--- src/rtl/bypass_scoreboard_pkg.sv ---
// rtl/bypass_scoreboard_pkg.sv - shared pipeline types for the operand bypass scoreboard
// Contents: XLEN_DEF / NUM_REGS_DEF defaults, regaddr_t register address type,
//           rd_data_sel producer-source enum.
package bypass_scoreboard_pkg;

  localparam int XLEN_DEF     = 32;
  localparam int NUM_REGS_DEF = 16;
  localparam int REG_AW       = $clog2(NUM_REGS_DEF);

  typedef logic [REG_AW-1:0] regaddr_t;

  // Which unit produces a stage's destination value.
  typedef enum logic [1:0] {
    SEL_ALU = 2'd0,
    SEL_PC4 = 2'd1,
    SEL_LSU = 2'd2
  } rd_data_sel;

endpackage

--- src/rtl/bypass_scoreboard_if.sv ---
// rtl/bypass_scoreboard_if.sv - issue/stage/retire/operand bundle between ID and the scoreboard
// Signals: flush, issue_valid/we/rd, stg_we/rd/data/data_valid per stage,
//          retire_valid/rd, rs_addr/rf_data per port (to scoreboard),
//          rs_data/rs_ready per port and stall (from scoreboard).
// Modports: master = pipeline side, slave = scoreboard side.
interface bypass_scoreboard_if #(
  parameter int XLEN         = 32,
  parameter int NUM_REGS     = 16,
  parameter int NUM_STAGES   = 4,
  parameter int NUM_RD_PORTS = 2
);
  localparam int AW = $clog2(NUM_REGS);

  logic                    flush;
  logic                    issue_valid;
  logic                    issue_we;
  logic [AW-1:0]           issue_rd;
  logic [NUM_STAGES-1:0]   stg_we;
  logic [AW-1:0]           stg_rd [NUM_STAGES];
  logic [XLEN-1:0]         stg_data [NUM_STAGES];
  logic [NUM_STAGES-1:0]   stg_data_valid;
  logic                    retire_valid;
  logic [AW-1:0]           retire_rd;
  logic [AW-1:0]           rs_addr [NUM_RD_PORTS];
  logic [XLEN-1:0]         rf_data [NUM_RD_PORTS];
  logic [XLEN-1:0]         rs_data [NUM_RD_PORTS];
  logic [NUM_RD_PORTS-1:0] rs_ready;
  logic                    stall;

  modport master (
    output flush, issue_valid, issue_we, issue_rd,
    output stg_we, stg_rd, stg_data, stg_data_valid,
    output retire_valid, retire_rd, rs_addr, rf_data,
    input  rs_data, rs_ready, stall
  );

  modport slave (
    input  flush, issue_valid, issue_we, issue_rd,
    input  stg_we, stg_rd, stg_data, stg_data_valid,
    input  retire_valid, retire_rd, rs_addr, rf_data,
    output rs_data, rs_ready, stall
  );

endinterface

--- src/rtl/bypass_scoreboard_port_mux.sv ---
// rtl/bypass_scoreboard_port_mux.sv - per-read-port youngest-stage operand select (module bypass_port_mux)
// Ports: rs_addr, rf_data, stg_we/rd/data/data_valid, pend_zero (in);
//        rs_data, rs_ready (out); fwd_hit (out, only with BYPASS_PERF_EN).
module bypass_port_mux #(
  parameter int XLEN       = 32,
  parameter int NUM_REGS   = 16,
  parameter int NUM_STAGES = 4
) (
  input  logic [$clog2(NUM_REGS)-1:0] rs_addr,
  input  logic [XLEN-1:0]             rf_data,
  input  logic [NUM_STAGES-1:0]       stg_we,
  input  logic [$clog2(NUM_REGS)-1:0] stg_rd [NUM_STAGES],
  input  logic [XLEN-1:0]             stg_data [NUM_STAGES],
  input  logic [NUM_STAGES-1:0]       stg_data_valid,
  input  logic                        pend_zero,
  output logic [XLEN-1:0]             rs_data,
  output logic                        rs_ready
`ifdef BYPASS_PERF_EN
  ,
  output logic                        fwd_hit
`endif
);

  // Scan oldest to youngest so the youngest match is the last one written.
  // A younger match that is not yet valid masks every older one.
  always_comb begin
    rs_data  = rf_data;
    rs_ready = pend_zero;
`ifdef BYPASS_PERF_EN
    fwd_hit  = 1'b0;
`endif
    for (int i = NUM_STAGES - 1; i >= 0; i--) begin
      if (stg_we[i] && (stg_rd[i] == rs_addr)) begin
        rs_ready = stg_data_valid[i];
        rs_data  = stg_data_valid[i] ? stg_data[i] : rf_data;
`ifdef BYPASS_PERF_EN
        fwd_hit  = stg_data_valid[i];
`endif
      end
    end
    if (rs_addr == '0) begin
      rs_data  = '0;
      rs_ready = 1'b1;
`ifdef BYPASS_PERF_EN
      fwd_hit  = 1'b0;
`endif
    end
  end

endmodule

--- src/rtl/bypass_scoreboard.sv ---
// rtl/bypass_scoreboard.sv - pending-write scoreboard with stage bypass and ID stall
// Ports: clk, rst_n (async active-low); bus (bypass_scoreboard_if.slave);
//        perf_stall_cycles, perf_fwd_hits (32-bit, only with BYPASS_PERF_EN).
module bypass_scoreboard
  import bypass_scoreboard_pkg::*;
#(
  parameter int XLEN         = XLEN_DEF,
  parameter int NUM_REGS     = NUM_REGS_DEF,
  parameter int NUM_STAGES   = 4,
  parameter int NUM_RD_PORTS = 2
) (
  input  logic                 clk,
  input  logic                 rst_n,
  bypass_scoreboard_if.slave   bus
`ifdef BYPASS_PERF_EN
  ,
  output logic [31:0]          perf_stall_cycles,
  output logic [31:0]          perf_fwd_hits
`endif
);

  localparam int AW = $clog2(NUM_REGS);
  localparam int CW = $clog2(NUM_STAGES + 2);
  localparam logic [CW-1:0] PEND_MAX = CW'(NUM_STAGES + 1);

  logic [CW-1:0]           pending [NUM_REGS];
  logic [NUM_RD_PORTS-1:0] pend_zero;
  logic [NUM_RD_PORTS-1:0] port_ready;
  logic [XLEN-1:0]         port_data [NUM_RD_PORTS];
  logic [NUM_REGS-1:0]     inc_hit;
  logic [NUM_REGS-1:0]     dec_hit;
  logic                    stall_int;
  logic                    do_inc;
  logic                    do_dec;
`ifdef BYPASS_PERF_EN
  logic [NUM_RD_PORTS-1:0] fwd_hit;
  logic [31:0]             hit_cnt;
`endif

  for (genvar p = 0; p < NUM_RD_PORTS; p++) begin : g_port
    assign pend_zero[p] = (pending[bus.rs_addr[p]] == '0);

    bypass_port_mux #(
      .XLEN       (XLEN),
      .NUM_REGS   (NUM_REGS),
      .NUM_STAGES (NUM_STAGES)
    ) u_mux (
      .rs_addr        (bus.rs_addr[p]),
      .rf_data        (bus.rf_data[p]),
      .stg_we         (bus.stg_we),
      .stg_rd         (bus.stg_rd),
      .stg_data       (bus.stg_data),
      .stg_data_valid (bus.stg_data_valid),
      .pend_zero      (pend_zero[p]),
      .rs_data        (port_data[p]),
      .rs_ready       (port_ready[p])
`ifdef BYPASS_PERF_EN
      ,
      .fwd_hit        (fwd_hit[p])
`endif
    );

    assign bus.rs_data[p] = port_data[p];
  end

  assign bus.rs_ready = port_ready;

  // Stall checks every port regardless of which sources the instruction uses;
  // it is forced low during reset and flush.
  assign stall_int = rst_n & ~bus.flush & bus.issue_valid & ~(&port_ready);
  assign bus.stall = stall_int;

  assign do_inc = bus.issue_valid & bus.issue_we & (bus.issue_rd != '0) & ~stall_int;
  assign do_dec = bus.retire_valid & (bus.retire_rd != '0);

  always_comb begin
    inc_hit = '0;
    dec_hit = '0;
    for (int r = 0; r < NUM_REGS; r++) begin
      inc_hit[r] = do_inc & (bus.issue_rd == AW'(r));
      dec_hit[r] = do_dec & (bus.retire_rd == AW'(r));
    end
  end

  // Issue and retire to the same register cancel; both directions saturate.
  always_ff @(posedge clk or negedge rst_n) begin
    if (!rst_n) begin
      for (int r = 0; r < NUM_REGS; r++) pending[r] <= '0;
    end else if (bus.flush) begin
      for (int r = 0; r < NUM_REGS; r++) pending[r] <= '0;
    end else begin
      for (int r = 0; r < NUM_REGS; r++) begin
        if (inc_hit[r] && !dec_hit[r] && (pending[r] != PEND_MAX)) begin
          pending[r] <= pending[r] + CW'(1);
        end else if (dec_hit[r] && !inc_hit[r] && (pending[r] != '0)) begin
          pending[r] <= pending[r] - CW'(1);
        end
      end
    end
  end

`ifdef BYPASS_PERF_EN
  always_comb begin
    hit_cnt = '0;
    for (int p = 0; p < NUM_RD_PORTS; p++) hit_cnt = hit_cnt + 32'(fwd_hit[p]);
  end

  // Counters survive flush; only reset clears them.
  always_ff @(posedge clk or negedge rst_n) begin
    if (!rst_n) begin
      perf_stall_cycles <= '0;
      perf_fwd_hits     <= '0;
    end else begin
      if (stall_int) perf_stall_cycles <= perf_stall_cycles + 32'd1;
      if (bus.issue_valid && !stall_int && !bus.flush) perf_fwd_hits <= perf_fwd_hits + hit_cnt;
    end
  end
`endif

endmodule

--- src/flat_wrapper.sv ---
// flat-port wrapper written by rule: the top's interface ports become plain ports
module bypass_scoreboard_flat import bypass_scoreboard_pkg::*;
#(
  parameter int XLEN         = XLEN_DEF,
  parameter int NUM_REGS     = NUM_REGS_DEF,
  parameter int NUM_STAGES   = 4,
  parameter int NUM_RD_PORTS = 2
)
  (clk, rst_n, bus_flush, bus_issue_valid, bus_issue_we, bus_issue_rd, bus_stg_we, bus_stg_rd, bus_stg_data, bus_stg_data_valid, bus_retire_valid, bus_retire_rd, bus_rs_addr, bus_rf_data, bus_rs_data, bus_rs_ready, bus_stall);
  bypass_scoreboard_if #(.XLEN(XLEN), .NUM_REGS(NUM_REGS), .NUM_STAGES(NUM_STAGES), .NUM_RD_PORTS(NUM_RD_PORTS)) bus_i ();
  input  logic clk;
  input  logic rst_n;
  input wire logic [$bits(bus_i.flush)-1:0] bus_flush;
  input wire logic [$bits(bus_i.issue_valid)-1:0] bus_issue_valid;
  input wire logic [$bits(bus_i.issue_we)-1:0] bus_issue_we;
  input wire logic [$bits(bus_i.issue_rd)-1:0] bus_issue_rd;
  input wire logic [$bits(bus_i.stg_we)-1:0] bus_stg_we;
  input wire logic [$bits(bus_i.stg_rd)-1:0] bus_stg_rd;
  input wire logic [$bits(bus_i.stg_data)-1:0] bus_stg_data;
  input wire logic [$bits(bus_i.stg_data_valid)-1:0] bus_stg_data_valid;
  input wire logic [$bits(bus_i.retire_valid)-1:0] bus_retire_valid;
  input wire logic [$bits(bus_i.retire_rd)-1:0] bus_retire_rd;
  input wire logic [$bits(bus_i.rs_addr)-1:0] bus_rs_addr;
  input wire logic [$bits(bus_i.rf_data)-1:0] bus_rf_data;
  output wire logic [$bits(bus_i.rs_data)-1:0] bus_rs_data;
  output wire logic [$bits(bus_i.rs_ready)-1:0] bus_rs_ready;
  output wire logic [$bits(bus_i.stall)-1:0] bus_stall;
  assign bus_i.flush = bus_flush;
  assign bus_i.issue_valid = bus_issue_valid;
  assign bus_i.issue_we = bus_issue_we;
  assign bus_i.issue_rd = bus_issue_rd;
  assign bus_i.stg_we = bus_stg_we;
  assign bus_i.stg_rd = {>>{bus_stg_rd}};
  assign bus_i.stg_data = {>>{bus_stg_data}};
  assign bus_i.stg_data_valid = bus_stg_data_valid;
  assign bus_i.retire_valid = bus_retire_valid;
  assign bus_i.retire_rd = bus_retire_rd;
  assign bus_i.rs_addr = {>>{bus_rs_addr}};
  assign bus_i.rf_data = {>>{bus_rf_data}};
  assign bus_rs_data = {>>{bus_i.rs_data}};
  assign bus_rs_ready = bus_i.rs_ready;
  assign bus_stall = bus_i.stall;
  bypass_scoreboard #(.XLEN(XLEN), .NUM_REGS(NUM_REGS), .NUM_STAGES(NUM_STAGES), .NUM_RD_PORTS(NUM_RD_PORTS)) u_core (.clk(clk), .rst_n(rst_n), .bus(bus_i));
endmodule
--- config.mk ---
export PLATFORM = sky130hd
export DESIGN_NAME = bypass_scoreboard_flat
export DESIGN_NICKNAME = d
export VERILOG_FILES = /design/src/rtl/bypass_scoreboard_pkg.sv /design/src/rtl/bypass_scoreboard_if.sv /design/src/rtl/bypass_scoreboard_port_mux.sv /design/src/rtl/bypass_scoreboard.sv /design/src/flat_wrapper.sv
export SDC_FILE = /design/constraint.sdc
export NUM_CORES = 1
export LEC_CHECK = 0
export BUFFER_PORTS_ARGS = -buffer_cell sky130_fd_sc_hd__buf_2
export CORE_ASPECT_RATIO = 0.9
export CORE_UTILIZATION = 35
export DETAILED_ROUTE_END_ITERATION = 6
export PLACE_DENSITY = 0.71
export SETUP_SLACK_MARGIN = 0.5
export SLEW_MARGIN = 0
export SYNTH_ARGS = -nofsm -noshare
export SYNTH_HDL_FRONTEND = slang
export SYNTH_SLANG_ARGS = --single-unit
--- constraint.sdc ---
create_clock -name clk -period 7.14 [get_ports clk]
set_input_delay 1.428 -clock clk [delete_from_list [all_inputs] [get_ports clk]]
set_output_delay 1.428 -clock clk [all_outputs]
set_load 0.005 [all_outputs]
Word-level counts from Yosys, hierarchy flattened
Cells that the tools add are included.
{"block": "word_totals", "register_bits": 48, "mem_count": 0, "latchBits": 0, "mem_bits_ro": 0, "output_inout_bits": 67, "mem_bits_rw": 0, "elab_cells": 360}
{"block": "op_classes", "bitwise_logic": 44, "n_div": 0, "n_mul": 0, "n_shift": 0, "n_addsub": 32, "mux": 67, "n_eq_ne": 54, "reduce_logical": 145, "order_cmp": 2}
{"cell": "32-bit 2-to-1 mux", "count": 18}
{"cell": "3-bit 2-to-1 mux", "count": 36}
{"cell": "3-bit nonzero test", "count": 32}
{"cell": "1-bit logical AND", "count": 72}
{"cell": "4-bit == test, second input constant", "count": 16}
{"cell": "3-bit by 1-bit adder with 3-bit output, second input constant", "count": 16}
{"cell": "48-bit 2-to-1 mux", "count": 1}
{"cell": "3-bit != test, second input constant", "count": 16}
{"cell": "3-bit by 1-bit subtractor with 3-bit output, second input constant", "count": 16}
{"cell": "1-bit bitwise AND", "count": 39}
{"cell": "4-bit by 3-bit == test with 1-bit output, second input constant", "count": 8}
{"cell": "4-bit == test", "count": 8}
{"cell": "1-bit zero test", "count": 32}
{"cell": "3-bit binary-select mux with 4-bit select", "count": 2}
{"cell": "4-bit by 2-bit == test with 1-bit output, second input constant", "count": 4}
{"cell": "4-bit zero test", "count": 4}
{"cell": "5-bit >= comparator, second input constant", "count": 2}
{"cell": "1-bit 2-to-1 mux", "count": 10}
{"cell": "4-bit inverter with 5-bit output", "count": 2}
{"cell": "4-bit by 1-bit == test with 1-bit output, second input constant", "count": 2}
{"cell": "4-bit nonzero test", "count": 2}
{"cell": "3-bit zero test", "count": 2}
{"cell": "1-bit inverter", "count": 3}
{"cell": "2-bit AND reduction", "count": 1}

Longest topological paths before layout
Gate-level depths: netlist (run 1).
{"block": "depth", "ltp_word": 22, "depth_mapped": 17, "ltp_nobuf": 13}

Hierarchy
From an unflattened synthesis (run 1), not the netlist that was laid out.
{"block": "unflattened", "cells_unflattened": 1237, "area_unflattened_um2": 9972.1}
{"module": "bypass_port_mux", "area_each_um2": 2605.0, "cells_each": 323, "seq_area_each_um2": 0.0, "n_inst": 2}
{"module": "bypass_scoreboard", "area_each_um2": 4762.1, "cells_each": 591, "seq_area_each_um2": 1201.2, "n_inst": 1}

Least setup slack after synthesis (run 1)
No wires, ideal clock.
{"block": "synth_path", "kind": "input to output", "from": "input bus_rs_addr[5]", "to": "output bus_stall", "required_ns": 5.712, "stages": 10, "arrival_ns": 3.302, "slack_ns": 2.410, "path_cell_list": "buf_6 -> or4_1 -> o211a_1 -> a211oi_2 -> o211ai_1 -> o221a_2 -> o21ai_4 -> inv_2 -> buf_6 -> buf_2"}
{"block": "synth_via", "elab_chain_cells": 13, "word_cells_on_any_way": 22}
{"item": "from (decl)", "line": "flat_wrapper.sv:23", "source": "input wire logic [$bits(bus_i.rs_addr)-1:0] bus_rs_addr;"}
{"item": "4-bit inverter with 5-bit output (not written as such)", "line": "bypass_scoreboard.sv:41", "source": "assign pend_zero[p] = (pending[bus.rs_addr[p]] == '0);"}
{"item": "3-bit binary-select mux with 4-bit select", "line": "bypass_scoreboard.sv:41"}
{"item": "3-bit 2-to-1 mux (not written as such) (2 in series)", "line": "bypass_scoreboard.sv:41"}
{"item": "3-bit zero test", "line": "bypass_scoreboard.sv:41"}
{"item": "1-bit 2-to-1 mux (4 in series)", "line": "bypass_scoreboard_port_mux.sv:33", "source": "if (stg_we[i] && (stg_rd[i] == rs_addr)) begin"}
{"item": "1-bit 2-to-1 mux (*)", "line": "bypass_scoreboard_port_mux.sv:41", "source": "if (rs_addr == '0) begin"}
{"item": "2-bit AND reduction (*)", "line": "bypass_scoreboard.sv:70", "source": "assign stall_int = rst_n & ~bus.flush & bus.issue_valid & ~(&port_ready);"}
{"item": "1-bit inverter (*)", "line": "bypass_scoreboard.sv:70"}
{"item": "1-bit bitwise AND (*)", "line": "bypass_scoreboard.sv:70"}
{"item": "to (decl)", "line": "flat_wrapper.sv:27", "source": "output wire logic [$bits(bus_i.stall)-1:0] bus_stall;"}
Mark *: on every way between the ends. The rest lies on a longest branch, timed or not. The select of a mux whose other input is x is not followed.

Final worst setup path (run 1)
{"block": "layout_path", "from": "input bus_rs_addr[4]", "to": "output bus_rs_data[44]"}
{"block": "layout_via", "elab_chain_cells": 7, "word_cells_on_any_way": 14}
{"item": "4-bit == test", "line": "bypass_scoreboard_port_mux.sv:33"}
{"item": "1-bit logical AND", "line": "bypass_scoreboard_port_mux.sv:33"}
{"item": "32-bit 2-to-1 mux (4 in series)", "line": "bypass_scoreboard_port_mux.sv:33"}
{"item": "32-bit 2-to-1 mux (*)", "line": "bypass_scoreboard_port_mux.sv:41"}
{"item": "to (decl)", "line": "flat_wrapper.sv:25", "source": "output wire logic [$bits(bus_i.rs_data)-1:0] bus_rs_data;"}
Mark *: on every way between the ends. The rest lies on a longest branch, timed or not.

==> results of run 1 <==
==> worst max path at each step <==
| stage | slack (ns) | from | cells past startpoint | end |
|---|---|---|---|---|
| 2_1_floorplan | 2.41 | bus_rs_addr[5] | 10 | bus_stall |
| 3_3_place_gp | 1.62 | bus_rs_addr[4] | 12 | bus_rs_data[63] |
| 3_5_place_dp | 1.59 | bus_rs_addr[4] | 15 | u_core.pending[32] |
| 4_1_cts | 1.59 | bus_rs_addr[4] | 12 | bus_rs_data[48] |
| 5_1_grt | 1.30 | bus_rs_addr[1] | 8 | bus_rs_data[16] |
| 6_report | 1.45 | bus_rs_addr[4] | 11 | bus_rs_data[44] |
==> cells in the mapped netlist, types with 20 or more instances <==
master,n
sky130_fd_sc_hd__a211oi_1,70
sky130_fd_sc_hd__a21oi_1,32
sky130_fd_sc_hd__clkbuf_1,75
sky130_fd_sc_hd__dfrtp_1,48
sky130_fd_sc_hd__inv_1,42
sky130_fd_sc_hd__mux2i_1,134
sky130_fd_sc_hd__nand2_1,41
sky130_fd_sc_hd__nor2_1,122
sky130_fd_sc_hd__nor3_1,78
sky130_fd_sc_hd__o211ai_1,66
sky130_fd_sc_hd__o21ai_0,83
sky130_fd_sc_hd__o22a_1,60
sky130_fd_sc_hd__xor2_1,20
==> layer usage <==
layer  track usage  routed length, µm  vias to the layer above  share of wire
met2         0.395              15400                      508           0.47
met5             0                 26                        -        0.00079
met1         0.333              14500                     5014           0.44
met4        0.0766                806                        4          0.024
li1              -                  -                     4903              -
met3        0.0298               2280                       66          0.069
==> power groups by stage <==
stage | clock (W) | sequential [W] | combinational [W]
floorplan | 0 | 0.000283 | 0.000256
global placement | 0 | 0.000284 | 0.000444
detailed placement | 0 | 0.000284 | 0.000452
CTS | 0.000254 | 0.000279 | 0.000454
global route | 0.000263 | 0.000279 | 0.000501
finish | 0.000251 | 0.000279 | 0.000459
==> kinds of logic after synthesis <==
family	after synthesis	share of synthesized area
AO/OA/AOI/OAI	402	0.333
XOR/XNOR	36	0.0365
adder cells (fa/ha/maj)	15	0.0348
buffers and inverters	148	0.0691
flip-flops	48	0.139
multiplexers	146	0.172
AND/OR/NAND/NOR	369	0.215
==> metrics by stage <==
stage           util  hold slack [ns]  power (W)  area [µm²]  setup slack [ns]
2_1_floorplan      -            0.465   0.000539        8630              2.41
6_report       0.430            0.514   0.000989       10400              1.45
5_1_grt        0.429            0.557    0.00104       10400              1.30
3_3_place_gp   0.423            0.486   0.000728       10300              1.62
3_5_place_dp   0.423            0.497   0.000736       10300              1.59
4_1_cts        0.429            0.509   0.000986       10400              1.59
==> area by class of cell <==
class,instances,share of cell area
antenna,3,0.000720
clock buffer,8,0.0140
inverter,46,0.0166
multi-input combinational,968,0.658
sequential,48,0.115
tap,308,0.0370
timing repair buffer,321,0.159
==> worst max-delay path: cells and delay by family <==
kind	cells	cell delay, ns
xor gates and xnor gates	1	0.17
AOI/OAI and AO/OA	4	1.19
and+or+nand+nor	3	0.70
buffers and inverters	3	0.76
==> placed cells by master (no fill, tap or decap), drive strengths merged, types with 41 or more instances in the layout <==
cell type / Yosys / routed
a211oi: 71 / 71
o22a: 60 / 60
inv: 45 / 45
nor2: 122 / 122
o211ai: 66 / 66
dfrtp: 48 / 48
o21ai: 87 / 87
buf: 27 / 321
nand2: 41 / 41
mux2i: 134 / 134
nor3: 80 / 80
==> reports/results.tsv, run 1 <==
metric	value	unit
run_status	finished, final reports clean	
timing.hold.worst_path_depth	2	
worst_ep_arrival_time	4.26	ns
die_w	168	µm
remaining_global_route_overflow	0	
r2r-start	u_core.pending[42]	
syn_area	8630	µm²
synth.top_cell.area_share	0.155	
p_int	0.000617	W
die-area	25300	µm²
clock-sinks	48	
p_clk_frac	0.254	
min_period_over_period	0.797	
critPathSlowestCell	sky130_fd_sc_hd__a211oi_1	
grt_pass1_wl	50000	µm
cts.repair.resized	0	
netlist_top_cells_area	sky130_fd_sc_hd__mux2i_1 (16%), sky130_fd_sc_hd__dfrtp_1 (14%), sky130_fd_sc_hd__a211oi_1 (6.1%), sky130_fd_sc_hd__o22a_1 (6.1%), sky130_fd_sc_hd__o211ai_1 (5.7%)	
sequence_of_cells_on_the_critical_path	buf_2, xnor2_1, nand4_1, a311o_1, buf_4, nand2_1, o211ai_1, o21ai_0, nor2_1, a211oi_1, buf_2	
hpwlAfterDp	24500	µm
power.share.switching	0.376	
yosysWarningCount	0	
drive_gt1_frac	0.256	
grt_start_max_net_pins	65	
setup_repair_after_global_routing_missed_its_margin	false	
power_frac_comb	0.464	
initial_core_utilization	0.356	
setup_viol_count_final	0	
critical_path.startpoint_type	primary input	
filler_cell_count	2483	
clk_latency	0.30	ns
worst_case_hold_path_end_point	u_core.pending[45]	
largest_register_ffs	48	
finish.net_count	1643	
timing.setup.tns	0	ns
area_growth	20.7	%
max-vdd-ir-drop	0.0712	mV
h-tree-depth	2	
cts_inserted_buffers	5	
wl	33000	µm
io_buffers	304	
worst_hold_startpoint	u_core.pending[45]	
detailed_route_iter0_violations	1022	
placed_cells_incl_taps	1691	
power.switching	0.000372	W
routed-via-count	10500	
synthDistinctLibCells	77	
floorplan.core_area	24300	µm²
ys_ff_latch	48	
ff2ff_path_depth	15	
fp-row-count	54	
syn_nets	1417	
antenna_found_initial	4	
power.density	94.9	nW/µm²
clk_pin_slew	0.06	ns
cts_hold_buf	0	
gr-usage-all-layers	0.242	
critPathMaxStageDelay	0.62	ns
achievable-frequency	0.176	GHz
clk_path_buf_depth	2	
synth_enable_flop_cells	0	
timing.final.max_slew_violations	0	
synth_top_cell_by_area	sky130_fd_sc_hd__mux2i_1	
p_leak	4.51	nW
multi_input_comb_area	6860	µm²
first_global_vias	9543	
ios	305	
post_drt_wl_per_cell	19.4	µm
largest-register	u_core.pending	
drtPass1Iterations	6	
worst-setup-path-type	primary input to output pin	
path_common_cell	sky130_fd_sc_hd__buf_2	
final-hold-violation-count	0	
ant_nets	0	
crit_fanout	33	
timing_worst_slew_pin_value	1.14	ns
regArea	1200	µm²
cts_root_buf	sky130_fd_sc_hd__clkbuf_16	
synth_async_reset_ratio	1.00	
r2r-end	u_core.pending[35]	
die_y	151	µm
syn_inst	1164	
worst_hold_path_type	flip-flop to flip-flop	
yosys_most_used_dff	sky130_fd_sc_hd__dfrtp_1	
reg_top3	u_core.pending: 48 flops	
critical_path_data_required_time	5.71	ns
finish.cell_count_without_fillers	1702	
max-cap-violations	0	
layout_min_cycle_time	5.69	ns
tritoncts	done	
vias_per_cell	6.17	
avgSynthCellArea	7.42	µm²
seq_power_share	0.282	
drc	0	
postCtsSetupRepairBufs	0	
synth_seq_area_share	0.139	
skew	0.00753	ns
routabilityCongestion	0.860	
relSlewSlack	0.236	
critical_path.endpoint_type	output pin	
register_to_register_path_setup_slack	2.91	ns
Note: power is estimated with default switching activity, not from simulation.
==> inputs of run 2 (changes only) <==
==> constraint.sdc (replaced) <==
create_clock -name clk -period 5.75 [get_ports clk]
set_input_delay 1.15 -clock clk [delete_from_list [all_inputs] [get_ports clk]]
set_output_delay 1.15 -clock clk [all_outputs]
set_load 0.005 [all_outputs]
==> run 2 against run 1 <==
  * Routed wire length decreased by 2.2%
  * First-iteration DRC count decreased by 1.5%
  * Sequential power increased by 24%
  * Critical path type unchanged
  * Power increased by 27%
  * Sequential share of layout area about the same
  * Largest power group unchanged
  * Worst hold slack got worse by 0.011 ns
  * Highest routed layer is now met4
  * Final area increased by 0.22%
  * Die area unchanged
==> reports/results.tsv, run 2 (same netlist as run 1, synthesis figures left out) <==
metric	value	unit	change
first_global_vias	9340		-2.1%
clk_pin_slew	0.06	ns	about the same
cts.repair.resized	0		unchanged
timing.final.max_slew_violations	0		unchanged
wl	32300	µm	-2.2%
worstPathBufferInverterCount	4		+1
r2r-end	u_core.pending[35]		
finish.net_count	1643		unchanged
drtPass1Iterations	6		unchanged
reg_top3	u_core.pending: 48 flops		
setup_viol_count_final	0		unchanged
sequence_of_cells_on_the_critical_path	buf_2, xor2_1, nor3_1, nand4_1, buf_4, nand2_1, buf_4, o211ai_1, o21ai_0, nor2_1, a211oi_1, buf_2		
clk_path_buf_depth	2		unchanged
floorplan.core_area	24300	µm²	unchanged
largest_register_ffs	48		unchanged
die_y	151	µm	unchanged
register_to_register_path_setup_slack	1.50	ns	-1.41 ns
routabilityCongestion	0.914		+6.2%
min_period_over_period	0.885		
ff2ff_path_depth	13		-2
power.density	120	nW/µm²	+27%
wirelength_met1	14000	µm	-3.1%
drive_gt1_frac	0.257		+0.000719
crit_fanout	33		unchanged
clock-sinks	48		unchanged
worst-setup-path-type	primary input to output pin		
run_status	finished, final reports clean		
relSlewSlack	0.320		+0.0838
largest-register	u_core.pending		
cts_root_buf	sky130_fd_sc_hd__clkbuf_16		
max-vdd-ir-drop	0.110	mV	+55%
filler_cell_count	2435		-1.9%
cts_hold_buf	0		unchanged
critical_path.startpoint_type	primary input		
worst_hold_startpoint	u_core.pending[46]		
placed_cells_incl_taps	1691		unchanged
fp-row-count	54		unchanged
tritoncts	done		
critPathMaxStageDelay	0.54	ns	-0.08 ns
grt_start_max_net_pins	66		+1.5%
clk_latency	0.30	ns	about the same
antenna_found_initial	2		-2
gr-usage-all-layers	0.238		-0.00471
critPathSlowestCell	sky130_fd_sc_hd__a211oi_1		
top_signal_layer_used	met4		
post_drt_wl_per_cell	19.0	µm	-2.2%
p_leak	4.53	nW	+0.39%
final-hold-violation-count	0		unchanged
routed-via-count	10300		-1.4%
hold-worst-slack	0.503	ns	-0.0110 ns
placed_area	10300	µm²	unchanged
postCtsSetupRepairBufs	0		unchanged
r2r-start	u_core.pending[42]		
initial_core_utilization	0.356		unchanged
skew	0.0131	ns	+0.00556 ns
ios	305		unchanged
max-cap-violations	0		unchanged
timing.setup.tns	0	ns	unchanged
die_w	168	µm	unchanged
h-tree-depth	2		unchanged
worst_hold_path_type	flip-flop to flip-flop		
area_growth	21.0	%	
worst_ep_arrival_time	3.94	ns	-0.32 ns
layout.core_utilization	0.431		+0.000928
timing.hold.worst_path_depth	2		unchanged
finish.cell_count_without_fillers	1702		unchanged
worst_case_hold_path_end_point	u_core.pending[46]		
detailroute.wirelength.met2	14500	µm	-5.7%
layout_min_cycle_time	5.09	ns	
cts_inserted_buffers	5		unchanged
timing_worst_slew_pin_value	1.02	ns	-0.122 ns
setup_repair_after_global_routing_missed_its_margin	true		
io_buffers	304		unchanged
hpwlAfterDp	24200	µm	-1.2%
met3_length	2880	µm	+26%
remaining_global_route_overflow	0		unchanged
design_area	10400	µm²	+0.22%
critical_path.endpoint_type	output pin		
detailed_route_iter0_violations	1007		-1.5%
achievable-frequency	0.196	GHz	
die-area	25300	µm²	unchanged
layout_common_cells	sky130_fd_sc_hd__buf_2 (302), sky130_fd_sc_hd__mux2i_1 (134), sky130_fd_sc_hd__nor2_1 (122)		
ant_nets	0		unchanged
grt_pass1_wl	48900	µm	-2.3%
critical_path.top_delay_family	buffers and inverters		
critical_path_data_required_time	4.60	ns	-1.11 ns
commonest_non_fill_non_tap_cell_in_the_layout	sky130_fd_sc_hd__buf_2		
drc	0		unchanged
vias_per_cell	6.08		-1.4%
-- run 2: changes by cell type in the layout (fill, tap and decap cells not counted), sizes merged --
cell    change
bufinv      +1
clkbuf      -2
clkinv      +1
-- run 2: worst max-delay path by stage --
stage,start,to,depth (start not counted)
CTS,bus_rs_addr[1],bus_rs_data[30],8
global route,bus_rs_addr[1],bus_stall,9
global placement,bus_rs_addr[1],bus_rs_data[30],8
floorplan,bus_rs_addr[5],u_core.pending[2],17
detailed placement,bus_rs_addr[1],bus_rs_data[30],8
finish,bus_rs_addr[4],bus_rs_data[32],12
-- run 2: layout make-up --
| type | instances | area (µm²) | share of cell area |
|---|---|---|---|
| well taps | 308 | 385 | 0.0369 |
| clock inverters | 2 | 35.0 | 0.00335 |
| inverters | 46 | 173 | 0.0165 |
| flip-flops and latches | 48 | 1200 | 0.115 |
| multi-input cells | 968 | 6860 | 0.657 |
| repair buffers | 321 | 1650 | 0.158 |
| clock buffers | 6 | 129 | 0.0123 |
| diodes | 3 | 7.51 | 0.000719 |
-- run 2: stage by stage --
step | setup slack, ns | power [W]
after global placement | 0.781 | 0.000903
after floorplan | 1.40 | 0.000669
after global routing | 0.390 | 0.00133
after CTS | 0.711 | 0.00125
after detailed placement | 0.695 | 0.000912
final | 0.658 | 0.00126
-- run 2: tightest hold or removal path, delay by kind of cell, from the launching register on --
kind / cells / cell delay, ns
flops: 1 / 0.38
simple gates: 1 / 0.03
buf+inv: 1 / 0.06
-- run 2: routing by layer --
metal / vias up / GRT usage
li1: 4894 / -
met1: 4863 / 0.317
met2: 523 / 0.376
met3: 68 / 0.0562
met4: 0 / 0.0821
met5: - / 0
-- run 2: power breakdown --
group	switching (W)	internal, W	total, W
sequential	0.00000484	0.000341	0.000346
clock	0.000137	0.000205	0.000342
combinational	0.000318	0.000250	0.000568
==> inputs of run 3 (changes only) <==
--- a/config.mk
+++ b/config.mk
@@ -6,7 +6,6 @@
 export NUM_CORES = 1
 export LEC_CHECK = 0
 export BUFFER_PORTS_ARGS = -buffer_cell sky130_fd_sc_hd__buf_2
-export CORE_ASPECT_RATIO = 0.9
 export CORE_UTILIZATION = 35
 export DETAILED_ROUTE_END_ITERATION = 6
 export PLACE_DENSITY = 0.71
==> constraint.sdc (replaced) <==
create_clock -name clk -period 5.75 [get_ports clk]
set_input_delay 0.2875 -clock clk [delete_from_list [all_inputs] [get_ports clk]]
set_output_delay 0.2875 -clock clk [all_outputs]
set_load 0.005 [all_outputs]
==> run 3 against run 2 <==
  * Register-to-register slack worse by 0.03 ns
  * Clock power down 9.9%
  * Via count up 0.47%
  * Largest power group unchanged
==> reports/results.tsv, run 3 (same netlist as run 1, synthesis figures left out) <==
metric	value	unit	change
drtPass1Iterations	6		unchanged
drive_gt1_frac	0.257		+0.000719
setup_viol_count_final	0		unchanged
worst_setup_path_startpoint	u_core.pending[42]		
critical_path.startpoint_type	flip-flop		
commonest_non_fill_non_tap_cell_in_the_layout	sky130_fd_sc_hd__buf_2		
max-cap-violations	0		unchanged
finish.net_count	1643		unchanged
p_leak	4.51	nW	-0.44%
die-area	25300	µm²	about the same
fp-row-count	57		+5.6%
critical_path.endpoint_type	flip-flop		
ant_nets	0		unchanged
timing.setup.tns	0	ns	unchanged
cts_hold_buf	0		unchanged
clk_latency	0.30	ns	about the same
antenna_found_initial	1		-1
multi_input_comb_area	6860	µm²	about the same
final-hold-violation-count	0		unchanged
setup_repair_after_global_routing_missed_its_margin	false		
worst_ep_arrival_time	4.46	ns	+0.52 ns
routed-via-count	10400		+0.47%
hpwlAfterDp	23700	µm	-1.9%
relSlewSlack	0.299		-0.0210
reg_top3	u_core.pending: 48 flops		
io_buffers	304		unchanged
ff2ff_path_depth	14		+1
h-tree-depth	2		unchanged
grt_start_max_net_pins	67		+1.5%
cts_root_buf	sky130_fd_sc_hd__clkbuf_16		
achievable-frequency	0.234	GHz	+19%
filler_cell_count	2482		+1.9%
critical_path.top_delay_family	simple AND/OR/NAND/NOR gates		
max-vdd-ir-drop	0.110	mV	about the same
layout_min_cycle_time	4.28	ns	-0.811 ns
worstPathBufferInverterCount	1		-3
worst-setup-path-type	flip-flop to flip-flop		
remaining_global_route_overflow	0		unchanged
critical_path_data_required_time	5.93	ns	+1.33 ns
critPathMaxStageDelay	0.47	ns	-0.07 ns
initial_core_utilization	0.356		about the same
vias_per_cell	6.06		-0.35%
layout_common_cells	sky130_fd_sc_hd__buf_2 (302), sky130_fd_sc_hd__mux2i_1 (134), sky130_fd_sc_hd__nor2_1 (122)		
drc	0		unchanged
crit_fanout	22		-33%
routabilityCongestion	0.927		+1.4%
wl	32300	µm	+0.23%
area_growth	20.9	%	about the same
register_to_register_path_setup_slack	1.47	ns	-0.03 ns
ios	305		unchanged
power.density	117	nW/µm²	-2.8%
r2r-start	u_core.pending[42]		
run_status	finished, final reports clean		
grt_pass1_wl	52000	µm	+6.3%
cts.repair.resized	0		unchanged
timing_worst_slew_pin_value	1.05	ns	+0.0315 ns
endpoint	u_core.pending[32]		
report.power.total	0.00122	W	-2.9%
detailed_route_iter0_violations	1005		-0.20%
critPathSlowestCell	sky130_fd_sc_hd__o21ai_4		
worst_hold_path_type	primary input to asynchronous set/reset pin		
gr-usage-all-layers	0.246		+0.00872
largest-register	u_core.pending		
post_drt_wl_per_cell	18.9	µm	-0.59%
clk_path_buf_depth	2		unchanged
skew	0.0160	ns	+0.00293 ns
critical_path_cell_count	14		+2
first_global_vias	9858		+5.5%
r2r-end	u_core.pending[32]		
sequence_of_cells_on_the_critical_path	or3_1, mux2_2, a211oi_2, o211ai_1, o221a_2, o21ai_4, buf_4, nand2_1, nor3_1, fa_1, nor2_1, and3_1, a32oi_1, nor4b_1		
clk_pin_slew	0.07	ns	about the same
floorplan.core_area	24200	µm²	about the same
regArea	1200	µm²	unchanged
largest_register_ffs	48		unchanged
die_w	159	µm	-5.1%
cts_inserted_buffers	5		unchanged
min_period_over_period	0.744		-0.141
tritoncts	done		
layout.core_utilization	0.430		about the same
clock-sinks	48		unchanged
die_y	159	µm	+5.3%
postCtsSetupRepairBufs	0		unchanged
timing.final.max_slew_violations	0		unchanged
## run 3: layout make-up
type                       count  share of cell area
tap                          324              0.0388
antenna                        1            0.000240
multi-input combinational    968               0.657
clock inverter                 3             0.00204
sequential                    48               0.115
timing repair buffer         321               0.158
inverter                      46              0.0165
clock buffer                   5              0.0120
## run 3: stage by stage
step	setup slack (ns)	std cells	cell area [µm²]	hold slack [ns]
6_report	1.47	1716	10400	0.144
5_1_grt	1.30	1716	10400	0.207
4_1_cts	1.54	1715	10400	0.181
3_5_place_dp	1.30	1707	10300	0.493
3_3_place_gp	1.39	1707	10300	0.487
2_1_floorplan	2.24	1164	8630	-0.00809
## run 3: worst min-delay path by stage
stage          cells past startpoint                 end
4_1_cts                            2  u_core.pending[19]
3_3_place_gp                       2  u_core.pending[45]
5_1_grt                            2  u_core.pending[25]
2_1_floorplan                      0   u_core.pending[0]
6_report                           2  u_core.pending[37]
3_5_place_dp                       2  u_core.pending[37]
## run 3: worst register-to-register path: stages (launching register included)
cell	delay [ns]
sky130_fd_sc_hd__dfrtp_1	0.44
sky130_fd_sc_hd__or3_1	0.45
sky130_fd_sc_hd__mux2_2	0.31
sky130_fd_sc_hd__a211oi_2	0.21
sky130_fd_sc_hd__o211ai_1	0.13
sky130_fd_sc_hd__o221a_2	0.33
sky130_fd_sc_hd__o21ai_4	0.47
sky130_fd_sc_hd__buf_4	0.36
sky130_fd_sc_hd__nand2_1	0.18
sky130_fd_sc_hd__nor3_1	0.30
sky130_fd_sc_hd__fa_1	0.30
sky130_fd_sc_hd__nor2_1	0.06
sky130_fd_sc_hd__and3_1	0.20
sky130_fd_sc_hd__a32oi_1	0.18
sky130_fd_sc_hd__nor4b_1	0.24
## run 3: metal layers
| metal | global-route usage | wire [µm] | vias up |
|---|---|---|---|
| met5 | 0 | 0 | - |
| met4 | 0.0791 | 847 | 0 |
| met3 | 0.0300 | 2160 | 80 |
| met2 | 0.401 | 14900 | 524 |
| met1 | 0.337 | 14400 | 4916 |
| li1 | - | - | 4877 |
## run 3: where the power goes
| group | switching (W) | total, W | leakage [nW] | internal (W) |
|---|---|---|---|---|
| Sequential | 0.00000489 | 0.000346 | 0.669 | 0.000341 |
| Combinational | 0.000317 | 0.000567 | 3.77 | 0.000250 |
| Clock | 0.000145 | 0.000308 | 0.0702 | 0.000163 |
| Total | 0.000467 | 0.00122 | 4.51 | 0.000754 |
